`src/rtl/spi_pkg.sv`:
```
// Shared frame constants and FSM state encoding for the SPI register bridge.
package spi_pkg;

  localparam int FRAME_BITS = 32;
  localparam int HDR_BITS   = 16;
  localparam int RW_BIT     = 31;

  typedef enum logic [2:0] {
    IDLE,
    HDR,
    RDLAT,
    DATA,
    DONE
  } state_e;

endpackage

```
`src/rtl/spi_sync_edge.sv`:
```
// N-stage synchroniser with registered rise/fall strobes.
module spi_sync_edge #(
  parameter int   STAGES  = 2,
  parameter logic RST_VAL = 1'b0
) (
  input  logic clk,
  input  logic rst,
  input  logic d_i,
  output logic q_o,
  output logic rise_o,
  output logic fall_o
);

  logic [STAGES-1:0] sync_q;
  logic              prev_q;
  logic              rise_q;
  logic              fall_q;

  always_ff @(posedge clk) begin
    if (rst) begin
      sync_q <= {STAGES{RST_VAL}};
      prev_q <= RST_VAL;
      rise_q <= 1'b0;
      fall_q <= 1'b0;
    end else begin
      sync_q <= {sync_q[STAGES-2:0], d_i};
      prev_q <= sync_q[STAGES-1];
      rise_q <= sync_q[STAGES-1] & ~prev_q;
      fall_q <= ~sync_q[STAGES-1] & prev_q;
    end
  end

  assign q_o    = sync_q[STAGES-1];
  assign rise_o = rise_q;
  assign fall_o = fall_q;

endmodule

```
`src/rtl/spi_bus_bridge.sv`:
```
// SPI mode-0 slave that turns 32-bit frames into register bus accesses.
module spi_bus_bridge
  import spi_pkg::*;
#(
  parameter int SYNC_STAGES = 2,
  parameter int DATA_W      = 16
) (
  input  logic              clk,
  input  logic              rst,
  input  logic              i_sclk,
  input  logic              i_cs_n,
  input  logic              i_mosi,
  output logic              o_miso,
  output logic              o_miso_oe,
  output logic [DATA_W-1:0] o_addr,
  output logic [DATA_W-1:0] o_wdata,
  output logic              o_wr,
  input  logic [DATA_W-1:0] i_rdata,
  output logic              o_frame_err
);

  localparam logic [4:0] HDR_END   = 5'(HDR_BITS - 1);
  localparam logic [4:0] FRAME_END = 5'(FRAME_BITS - 1);

  logic sclk_lvl_unused;
  logic sclk_rise;
  logic sclk_fall;
  logic cs_s;
  logic cs_rise;
  logic cs_fall;

  logic [SYNC_STAGES-1:0] mosi_q;
  logic                   mosi_s;

  state_e                 state_q;
  logic [4:0]             cnt_q;
  logic [FRAME_BITS-2:0]  rx_q;
  logic [FRAME_BITS-1:0]  rx_d;
  logic [DATA_W-1:0]      tx_q;
  logic                   lat_q;
  logic                   miso_q;
  logic                   oe_q;
  logic [DATA_W-1:0]      addr_q;
  logic [DATA_W-1:0]      wdata_q;
  logic                   wr_q;
  logic                   err_q;
  logic                   busy;

  spi_sync_edge #(
    .STAGES (SYNC_STAGES),
    .RST_VAL(1'b0)
  ) u_sclk (
    .clk   (clk),
    .rst   (rst),
    .d_i   (i_sclk),
    .q_o   (sclk_lvl_unused),
    .rise_o(sclk_rise),
    .fall_o(sclk_fall)
  );

  spi_sync_edge #(
    .STAGES (SYNC_STAGES),
    .RST_VAL(1'b1)
  ) u_cs (
    .clk   (clk),
    .rst   (rst),
    .d_i   (i_cs_n),
    .q_o   (cs_s),
    .rise_o(cs_rise),
    .fall_o(cs_fall)
  );

  always_ff @(posedge clk) begin
    if (rst) mosi_q <= '0;
    else     mosi_q <= {mosi_q[SYNC_STAGES-2:0], i_mosi};
  end

  assign mosi_s = mosi_q[SYNC_STAGES-1];

  // rx_q plus the incoming bit form the full 32-bit frame
  assign rx_d = {rx_q, mosi_s};
  assign busy = (state_q == HDR) || (state_q == RDLAT) ||
                (state_q == DATA);

  always_ff @(posedge clk) begin
    if (rst) begin
      state_q <= IDLE;
      cnt_q   <= '0;
      rx_q    <= '0;
      tx_q    <= '0;
      lat_q   <= 1'b0;
      miso_q  <= 1'b0;
      oe_q    <= 1'b0;
      addr_q  <= '0;
      wdata_q <= '0;
      wr_q    <= 1'b0;
      err_q   <= 1'b0;
    end else begin
      wr_q  <= 1'b0;
      err_q <= 1'b0;
      oe_q  <= ~cs_s;
      if (cs_rise && busy) begin
        state_q <= IDLE;
        miso_q  <= 1'b0;
        err_q   <= 1'b1;
      end else begin
        unique case (state_q)
          IDLE: begin
            miso_q <= 1'b0;
            if (cs_fall) begin
              cnt_q   <= '0;
              rx_q    <= '0;
              tx_q    <= '0;
              state_q <= HDR;
            end
          end
          HDR: begin
            if (sclk_rise) begin
              rx_q  <= rx_d[FRAME_BITS-2:0];
              cnt_q <= cnt_q + 5'd1;
              if (cnt_q == HDR_END) begin
                addr_q  <= {1'b0, rx_d[HDR_BITS-2:0]};
                lat_q   <= 1'b0;
                state_q <= rx_d[HDR_BITS-1] ? DATA : RDLAT;
              end
            end
          end
          RDLAT: begin
            // registered rdata is valid two cycles after o_addr moves
            if (lat_q) begin
              tx_q    <= i_rdata;
              state_q <= DATA;
            end else begin
              lat_q <= 1'b1;
            end
          end
          DATA: begin
            if (sclk_rise) begin
              rx_q  <= rx_d[FRAME_BITS-2:0];
              cnt_q <= cnt_q + 5'd1;
              if (cnt_q == FRAME_END) begin
                if (rx_d[RW_BIT]) begin
                  addr_q  <= {1'b0, rx_d[RW_BIT-1:HDR_BITS]};
                  wdata_q <= rx_d[HDR_BITS-1:0];
                  wr_q    <= 1'b1;
                end
                miso_q  <= 1'b0;
                state_q <= DONE;
              end
            end else if (sclk_fall) begin
              miso_q <= tx_q[DATA_W-1];
              tx_q   <= {tx_q[DATA_W-2:0], 1'b0};
            end
          end
          DONE: begin
            miso_q <= 1'b0;
            if (cs_rise) state_q <= IDLE;
          end
          default: state_q <= IDLE;
        endcase
      end
    end
  end

  assign o_miso      = miso_q;
  assign o_miso_oe   = oe_q;
  assign o_addr      = addr_q;
  assign o_wdata     = wdata_q;
  assign o_wr        = wr_q;
  assign o_frame_err = err_q;

endmodule
```
`config.mk`:
```
export PLATFORM = sky130hd
export DESIGN_NAME = spi_bus_bridge
export DESIGN_NICKNAME = d
export VERILOG_FILES = /design/src/rtl/spi_pkg.sv /design/src/rtl/spi_sync_edge.sv /design/src/rtl/spi_bus_bridge.sv
export SDC_FILE = /design/constraint.sdc
export NUM_CORES = 1
export LEC_CHECK = 0
export BUFFER_PORTS_ARGS = -buffer_cell sky130_fd_sc_hd__buf_2
export CORE_MARGIN = 1.5
export CORE_UTILIZATION = 52
export CTS_CLUSTER_DIAMETER = 30
export DETAILED_ROUTE_END_ITERATION = 10
export MAX_ROUTING_LAYER = met4
export PLACE_DENSITY = 0.73
export SLEW_MARGIN = 10
export SYNTH_ARGS = -nofsm -noshare
export SYNTH_HDL_FRONTEND = slang
export SYNTH_SLANG_ARGS = --single-unit
```
`constraint.sdc`:
```
create_clock -name clk -period 5.3 [get_ports clk]
set_input_delay 0.795 -clock clk [delete_from_list [all_inputs] [get_ports clk]]
set_output_delay 0.795 -clock clk [all_outputs]
set_load 0.005 [all_outputs]
```
==> impl_metrics.toml <==
[sta]
drv_slew = 0
skew_ns = 0.0127
period_minus_slack_ns = 2.91
worst_slew_pin_slew_ns = 1.13
fmax_mhz = 343
rsz0062_at_grt = "false"
tns_ns = 0
hold_viol_final = 0
fin_crit_sh_pct = 55.0
relSlewSlack_pct = 24.6
whs_ns = 0.405
setup_viol = 0

[clock_tree]
htree_num_levels = 3
cts_hold_buf = 0
postCtsSetupRepairBufs = 0
cts_buffers = 9
cts_tree = "done"
clkLatencyLatePin_ns = 0.36
ctsRootBufferMaster = "clkbuf_8"
path_clk_slew_ns = 0.09
cts_buffer_depth = 2
cts_sinks = 103
cts-resized-gates = 0

[routing]
wl_met1_mm = 4.04
avgRoutedWirePerCell_um = 13.3
first_iter_violations = 128
wl_mm = 8.28
vias = 3266
drcViolationCount = 0
detail-route-antenna-nets = 0
routed_via_density = 5.26
wl_met2_mm = 3.80
dr.pass1.iters = 4
wl_met3_um = 333
maxUsedRoutingLayer = "met4"

[setup_path]
max_stage_delay_ns = 1.08
worstPathCellList = "nand3b_1 -> a21oi_4 -> buf_4 -> mux2i_1 -> nor2_1"
arrival_ns = 3.13
crit_path_max_fanout = 31
crit_path_end_kind = "register"
cp_num_buf_inv = 1
critPathKind = "register to register"
crit_slowest_cell = "dfxtp_1"
crit_family = "flip-flops"
cp.required_ns = 5.52
cp-start-kind = "register"

[yosys]
synth_mux_area_share_pct = 18.4
yosysTopAreaCellShare_pct = 45.8
synth_top_area_cell = "dfxtp_1"
synth_edf_count = 0
async_reset_ff_share_pct = 0
synth_top_family_by_area = "simple AND/OR/NAND/NOR gates"
syn_inst = 476
synth.avg_cell_area_um2 = 9.46
synth_compound_area_share_pct = 6.78
synth_fa_ha_area_share_pct = 0.834
synthFlopType = "dfxtp_1"
synth_nets = 500
ys_ff_latch = 103
yosysUniqueCellTypes = 45
synth-xor-area-share_pct = 0.195
ys_top_cells_by_area = "dfxtp_1 (46%), mux2i_1 (15%), nor2_1 (6.0%)"
syn_area_mm2 = 0.00450
synth_seq_area_share_pct = 45.8
ys_warn_count = 0
yosys.area_share.simple_pct = 23.2

[status]
status = "finished clean"

[hold_path]
hold_path.class = "register to register"

[finish]
stdcell_count = 621
layout_common_cells = "dfxtp_1 (103), nor2_1 (72), mux2i_1 (66)"
fin_nets = 535
drive_gt1_share_pct = 18.2
layout_commonest_cell = "dfxtp_1"
fillers = 727
stdcell_area_mm2 = 0.00499
diodes = 0
syn2layout_area_growth_pct = 10.8

[placed_design]
hpwlAfterDp_mm = 5.30
place.gp.congestion = 0.757
place_area_mm2 = 0.00475
io_buffers = 55
place_inst = 605

[grt]
grt_pass1_vias = 3034
grt_use_total_pct = 19.9
grt_max_degree = 56
grt-ovfl-total = 0
antenna_found_initial = 0
grt_pass1_wl_mm = 13.8

[floorplanning]
rows = 33
core_area_mm2 = 0.00830
start_util_pct = 54.2
pin_count = 57
die_h_um = 96.0
die-area_mm2 = 0.00922
die_w_um = 96.0

[power_and_ir_drop]
finalPower_mw = 1.41
peakVddDrop_uv = 190
p_leak_nw = 2.06
power_density_mw_per_mm2 = 283

[run]
drv_cap = 0
==> Yosys cell counts (2+ instances only) <==
cell / n
dfxtp_1: 103
nor2_1: 72
mux2i_1: 66
nand2_1: 50
and2_1: 35
nand2b_1: 20
clkbuf_1: 17
a311oi_1: 16
mux2_2: 15
buf_4: 8
nor2b_1: 8
a21oi_1: 7
buf_2: 6
buf_6: 4
ha_1: 3
inv_1: 3
nand3_1: 3
nor3b_1: 3
o21ai_0: 3
or2_2: 3
or4b_1: 3
a22oi_1: 2
and3_1: 2
nand3b_1: 2
nor3_1: 2
==> layer usage <==
metal | up-vias | track usage (%)
met5 | - | -
met4 | 0 | 6.37
met3 | 10 | 4.66
met2 | 60 | 32.1
met1 | 1526 | 24.6
li1 | 1670 | -
==> path summary, 6_finish.rpt <==
check	startpoint	end	slack, ns	cells after the start
hold reg to reg	u_sclk.prev_q	u_sclk.rise_o	0.41	1
setup / recovery	state_q[0]	rx_q[10]	2.39	5
setup reg to reg	state_q[0]	rx_q[10]	2.39	5
hold / removal	u_sclk.prev_q	u_sclk.rise_o	0.41	1
==> final cells by class <==
class	instances	area, um2	area share (%)
Clock buffer	13	149	2.98
Clock inverter	3	90.1	1.81
Inverter	3	11.3	0.226
Multi-Input combinational cell	335	2240	44.9
Sequential cell	103	2060	41.3
Tap cell	105	131	2.63
Timing Repair Buffer	59	305	6.12
==> stage by stage <==
step,utilization [%],setup WS (ns)
2_1_floorplan,-,3.34
3_3_place_gp,57.2,2.47
3_5_place_dp,57.2,2.39
4_1_cts,60.1,2.36
5_1_grt,60.1,2.13
6_report,60.1,2.39
==> flip-flops by register name, indices dropped and copies added (netlist names), 2 cells and up <==
register	count
rx_q	31
cnt_q	5
u_sclk.sync_q	2
o_wdata	16
mosi_q	2
u_cs.sync_q	2
tx_q	16
state_q	3
o_addr	15
==> cell families (layout without fill, tap and decap cells) <==
kind of cell,after synthesis,count (layout)
other,1,1
AND/OR/NAND/NOR,212,212
buffers and inverters,38,78
XOR/XNOR,1,1
AO/OA/AOI/OAI,37,37
flip-flops,103,103
multiplexers,81,81
adder cells (fa/ha/maj),3,3
==> where the power goes <==
group	switching, mW	total, mW	internal, mW
Combinational	0.0299	0.0565	0.0266
Sequential	0.00501	0.782	0.777
Clock	0.248	0.576	0.328
==> worst register-to-register path: stages, from the launching register on <==
cell and delay [ns]:
dfxtp_1 1.08, nand3b_1 0.26, a21oi_4 0.72, buf_4 0.42, mux2i_1 0.26, nor2_1 0.06
Note: power is estimated with default switching activity, not from simulation.
